**src/rtl/sfifo_wr_arbiter_if.sv**
```systemverilog
// Write-side bundle between N_REQ producers, the arbiter and the FIFO write port.
// master = arbiter side, slave = producers/FIFO side.
interface sfifo_wr_arbiter_if #(
    parameter int WIDTH = 8,
    parameter int N_REQ = 4
);
    logic [N_REQ-1:0]       req_valid;
    logic [N_REQ*WIDTH-1:0] req_data;
    logic [N_REQ-1:0]       req_ready;
    logic                   fifo_winc;
    logic [WIDTH-1:0]       fifo_wdata;
    logic                   fifo_pop;

    modport master (
        input  req_valid, req_data, fifo_pop,
        output req_ready, fifo_winc, fifo_wdata
    );

    modport slave (
        output req_valid, req_data, fifo_pop,
        input  req_ready, fifo_winc, fifo_wdata
    );
endinterface

```
**src/rtl/sfifo_wr_arbiter.sv**
```systemverilog
// Round-robin bounded-burst write arbiter in front of a synchronous FIFO.
// Tracks FIFO occupancy locally so a write is never issued into a full FIFO.
module sfifo_wr_arbiter #(
    parameter int WIDTH     = 8,
    parameter int DEPTH     = 16,
    parameter int N_REQ     = 4,
    parameter int MAX_BURST = 4,
    localparam int GW = $clog2(N_REQ),
    localparam int LW = $clog2(DEPTH) + 1,
    localparam int CW = $clog2(MAX_BURST + 1)
) (
    input  logic                 clk,
    input  logic                 rst,
    sfifo_wr_arbiter_if.master   bus,
    output logic [GW-1:0]        grant_id,
    output logic [LW-1:0]        level,
    output logic                 err
);
    typedef enum logic {IDLE, BURST} state_t;

    state_t          state_reg;
    logic [GW-1:0]   grant_reg;
    logic [GW-1:0]   last_reg;
    logic [CW-1:0]   beat_cnt_reg;
    logic [LW-1:0]   level_reg;
    logic            err_reg;

    logic [WIDTH-1:0] req_word [N_REQ];
    logic [GW-1:0]    pick;
    logic             found;
    logic             full;
    logic             beat;
    logic             last_beat;

    assign full      = (level_reg == LW'(DEPTH));
    assign beat      = (state_reg == BURST) && bus.req_valid[grant_reg] && !full;
    assign last_beat = (beat_cnt_reg == CW'(MAX_BURST - 1));

    // Ready depends only on registered state, so a same-cycle pop never opens credit.
    for (genvar gi = 0; gi < N_REQ; gi++) begin : g_req
        assign req_word[gi]      = bus.req_data[gi*WIDTH +: WIDTH];
        assign bus.req_ready[gi] = (state_reg == BURST) && (grant_reg == GW'(gi)) && !full;
    end

    assign bus.fifo_winc  = beat;
    assign bus.fifo_wdata = beat ? req_word[grant_reg] : '0;

    always_comb begin
        pick  = last_reg;
        found = 1'b0;
        for (int i = 1; i <= N_REQ; i++) begin
            logic [GW-1:0] idx;
            idx = GW'((int'(last_reg) + i) % N_REQ);
            if (!found && bus.req_valid[idx]) begin
                found = 1'b1;
                pick  = idx;
            end
        end
    end

    always_ff @(posedge clk) begin
        if (rst) begin
            state_reg    <= IDLE;
            grant_reg    <= '0;
            last_reg     <= GW'(N_REQ - 1);
            beat_cnt_reg <= '0;
            level_reg    <= '0;
            err_reg      <= 1'b0;
        end else begin
            case (state_reg)
                IDLE: begin
                    if (found && !full) begin
                        grant_reg    <= pick;
                        beat_cnt_reg <= '0;
                        state_reg    <= BURST;
                    end
                end
                BURST: begin
                    if (!bus.req_valid[grant_reg] || full || (beat && last_beat)) begin
                        state_reg <= IDLE;
                        last_reg  <= grant_reg;
                    end else if (beat) begin
                        beat_cnt_reg <= beat_cnt_reg + CW'(1);
                    end
                end
                default: state_reg <= IDLE;
            endcase

            case ({beat, bus.fifo_pop})
                2'b10:   level_reg <= level_reg + LW'(1);
                2'b01:   if (level_reg != '0) level_reg <= level_reg - LW'(1);
                default: level_reg <= level_reg;
            endcase

            if (bus.fifo_pop && (level_reg == '0))
                err_reg <= 1'b1;
        end
    end

    assign grant_id = grant_reg;
    assign level    = level_reg;
    assign err      = err_reg;
endmodule

```
**src/flat_wrapper.sv**
```systemverilog
// flat-port wrapper written by rule: the top's interface ports become plain ports
module sfifo_wr_arbiter_flat 
#(
    parameter int WIDTH     = 8,
    parameter int DEPTH     = 16,
    parameter int N_REQ     = 4,
    parameter int MAX_BURST = 4,
    localparam int GW = $clog2(N_REQ),
    localparam int LW = $clog2(DEPTH) + 1,
    localparam int CW = $clog2(MAX_BURST + 1)
)
  (clk, rst, grant_id, level, err, bus_req_valid, bus_req_data, bus_fifo_pop, bus_req_ready, bus_fifo_winc, bus_fifo_wdata);
  sfifo_wr_arbiter_if #(.WIDTH(WIDTH), .N_REQ(N_REQ)) bus_i ();
  input  logic clk;
  input  logic rst;
  output logic [GW-1:0] grant_id;
  output logic [LW-1:0] level;
  output logic err;
  input wire logic [$bits(bus_i.req_valid)-1:0] bus_req_valid;
  input wire logic [$bits(bus_i.req_data)-1:0] bus_req_data;
  input wire logic [$bits(bus_i.fifo_pop)-1:0] bus_fifo_pop;
  output wire logic [$bits(bus_i.req_ready)-1:0] bus_req_ready;
  output wire logic [$bits(bus_i.fifo_winc)-1:0] bus_fifo_winc;
  output wire logic [$bits(bus_i.fifo_wdata)-1:0] bus_fifo_wdata;
  assign bus_i.req_valid = bus_req_valid;
  assign bus_i.req_data = bus_req_data;
  assign bus_i.fifo_pop = bus_fifo_pop;
  assign bus_req_ready = bus_i.req_ready;
  assign bus_fifo_winc = bus_i.fifo_winc;
  assign bus_fifo_wdata = bus_i.fifo_wdata;
  sfifo_wr_arbiter #(.WIDTH(WIDTH), .DEPTH(DEPTH), .N_REQ(N_REQ), .MAX_BURST(MAX_BURST)) u_core (.clk(clk), .rst(rst), .bus(bus_i), .grant_id(grant_id), .level(level), .err(err));
endmodule
```
**config.mk**
```make
export PLATFORM = sky130hd
export DESIGN_NAME = sfifo_wr_arbiter_flat
export DESIGN_NICKNAME = d
export VERILOG_FILES = /design/src/rtl/sfifo_wr_arbiter_if.sv /design/src/rtl/sfifo_wr_arbiter.sv /design/src/flat_wrapper.sv
export SDC_FILE = /design/constraint.sdc
export NUM_CORES = 1
export LEC_CHECK = 0
export CORE_AREA = 2 2 60 62
export DETAILED_ROUTE_END_ITERATION = 6
export DIE_AREA = 0 0 62 64
export PLACE_DENSITY = 0.76
export SETUP_SLACK_MARGIN = 0.5
export SLEW_MARGIN = 0
export SYNTH_ARGS = -nofsm -noshare
export SYNTH_HDL_FRONTEND = slang
export SYNTH_SLANG_ARGS = --single-unit
```
**constraint.sdc**
```tcl
create_clock -name clk -period 8.15 [get_ports clk]
set_input_delay 1.63 -clock clk [delete_from_list [all_inputs] [get_ports clk]]
set_output_delay 1.63 -clock clk [all_outputs]
set_load 0.1 [all_outputs]
```
==> summary.md <==
| Metric | Value |
|---|---|
| Dpl ws | `between 2000 and 2500 ps` |
| Vias | `approximately 1300` |
| GPL Wtd Cong | `0.880` |
| Final WS setup | `~2200 ps` |
| Final Hold Viols | `0` |
| Number of flops mapped to enable cells by yosys | `0` |
| Layout cells sized above 1 | `between 10 and 15%` |
| Cell area after synthesis | `around 0.0013 mm2` |
| Ys async rst share | `0%` |
| Max reg flops | `5` |
| Final Skew | `about 6.8 ps` |
| Kind of critical path | `in2out` |
| Worst-Margin Slew | `approximately 980 ps` |
| Clock sinks | `14` |
| Area of the core | `0.00328 mm2` |
| Ys Warns | `0` |
| Worst rel slew slack | `about 34%` |
| Status | `finished clean` |
| CP Launch Type | `primary input` |
| Commonest non-fill, non-tap cell in the layout | `clkdlybuf4s50_1` |
| Pins Over Slew Limit | `0` |
| Horiz. Die Dim | `62 um` |
| Root Buffer | `clkbuf_4` |
| Total gr overflow | `0` |
| Global Route Usage Sum | `approximately 20%` |
| Vias per cell | `5.44` |
| #FFs+latches synth | `14` |
| Part of the cycle the worst path needs | `approximately 73%` |
| Max Cap Viol | `0` |
| Leak | `~0.0007 uW` |
| Most frequent cells in the layout | `59 x clkdlybuf4s50_1, 15 x nor2_1, 14 x nor2b_1, 14 x dfxtp_1, 10 x a21oi_1` |
| IO buf count | `59` |
| Clk Latency, worst-skew pair | `between 200 and 300 ps` |
| DP HPWL | `2.98 mm` |
| Storage cell area | `between 200 and 300 um2` |
| Hold buffer count at cts | `0` |
| Area Overhead vs Synth | `47.6%` |
| Multi-input logic area | `between 800 and 900 um2` |
| Synth Flop Type | `dfxtp_1` |
| I/O pin count | `60` |
| Worst Hold Class | `reg2reg` |
| RR Startpoint | `u_core.grant_id[1]` |
| Unique masters post-synth | `45` |
| CTS tree | `yes` |
| H-tree Lvls | `1` |
| Setup violators final | `0` |
| Critical path peak fanout | `21` |
| CTS buffer count | `3` |
| Cells after Synth | `144` |
| Initial cell density of the core | `38.7%` |
| Sequential area share after synthesis | `22.1%` |
| Initial antenna violation count | `0` |
| Fin nets | `between 200 and 250` |
| Fmax | `168 MHz` |
| Arrival time worst endpoint | `4320 ps` |
| Vias in the first global route | `1360` |
| CP Capture Type | `output port` |
| Largest net degree at the start of global routing | `22` |
| R2R depth | `11` |
| Mapped Nets | `187` |
| Wire length per cell | `approximately 16 um` |
| Final Cell Area | `approximately 0.0019 mm2` |
| Layout fillers | `312` |
| DRT antenna net count | `0` |
| Clk buf depth | `2` |
| Detailed Route WL | `roughly 3.7 mm` |
| Hold Crit Depth | `2` |
| Die ar. | `~0.0040 mm2` |
| Area after DPL | `approximately 0.0019 mm2` |
| Post-CTS Setup Inserts | `0` |
| RSZ-0062 raised after global routing | `no` |
| Power Total | `~620 uW` |
| DR pass1 iterations | `4` |
| FP Rows | `21` |
| FF-to-FF End | `u_core.level[4]` |
| # diodes | `0` |
| Fin crit period | `around 5900 ps` |
| Pwr dens | `roughly 330 mW/mm2` |
| Worst EP required | `6520 ps` |
| Reg-to-reg slack, setup | `roughly 4800 ps` |
| Drt initial violations | `30` |
| Hold EP | `u_core.err` |
| Worst-path clk slew | `about 80 ps` |
| Setup TNS | `0 ps` |
| First-pass GRT wire length | `approximately 6.2 mm` |
| DRC viols | `0` |
| Max IR drop VDD | `roughly 0.00026 V` |
| Syn avg cell area | `8.82 um2` |
| Chip height | `between 60 and 70 um` |
| Worst Hold Launch | `u_core.err` |
| CTS resizes | `0` |
Yosys cell counts, types with 2 or more instances:
cell type	count	share of area (%)
a21o_1	2	1.2
a41oi_1	2	1.4
o211ai_1	4	2.4
nand2_1	7	2.1
inv_1	7	2.1
clkbuf_1	3	0.89
a21oi_1	10	3.9
xnor2_1	3	2.1
mux2i_1	4	3.2
o211ai_2	2	2.0
ha_1	4	3.9
a211o_1	3	2.1
buf_4	2	1.2
mux4_2	9	16
o31ai_1	2	1.2
buf_1	2	0.59
o21a_1	2	1.2
nor2_1	15	4.4
o21ai_0	2	0.79
dfxtp_1	14	22
buf_6	2	1.8
buf_2	2	0.79
nand2b_1	3	1.5
nor2b_1	14	6.9
nand3_1	4	1.6
power breakdown:
| part | internal, uW | leakage (uW) | switching, uW |
|---|---|---|---|
| clock network | 17.1 | 0.0000138 | 21.1 |
| registers | 88.0 | 0.000115 | 45.9 |
| logic | 154 | 0.000560 | 296 |
| total | 259 | 0.000689 | 363 |
per-layer routing:
metal | global-route usage [%] | vias to the layer above | part of all wire [%]
met5 | 0 | - | 0
met4 | 5.05 | 0 | 0.99
met3 | 3.85 | 6 | 6.5
met2 | 36.7 | 41 | 53
met1 | 23.6 | 627 | 39
li1 | - | 637 | -
worst max-delay path: stages:
cell,delay (ps)
clkdlybuf4s50_1,540
mux4_2,330
o211ai_2,410
nor2b_1,250
clkdlybuf4s50_1,1150
cell type report:
class	instances	share of cell area (%)
multi-input cells	111	47.7
well taps	46	3.07
clock buffers	3	1.20
inverters	8	1.60
repair buffers	59	31.5
flip-flops and latches	14	15.0
cells by family after synthesis:
family	count (synthesis)	synth area share, %
compound gates	36	20.3
xor+xnor	4	2.76
fa+ha+maj	4	3.94
buf+inv	19	7.59
flops	14	22.1
mux	14	20.3
simple gates	53	23.1
per-stage QoR:
stage                     hold WS [ps]  utilization [%]  instances
final                              483             57.1        241
after global routing               539             57.1        241
after CTS                          497             57.1        241
after detailed placement           477             56.4        238
after global placement             465             56.4        238
after floorplan                    468                -        144
worst max-delay path by stage:
stage / from / end / slack, ps / cells past startpoint
after floorplan: u_core.level[2] / bus_req_ready[0] / 2640 / 4
after CTS: bus_req_valid[0] / bus_fifo_wdata[7] / 2190 / 5
after global placement: bus_req_valid[2] / bus_fifo_wdata[3] / 2300 / 5
after global routing: bus_req_valid[2] / bus_fifo_wdata[7] / 2060 / 5
final: bus_req_valid[2] / bus_fifo_wdata[7] / 2200 / 5
after detailed placement: bus_req_valid[0] / bus_fifo_wdata[7] / 2190 / 5
(Power assumes the default switching activity.)
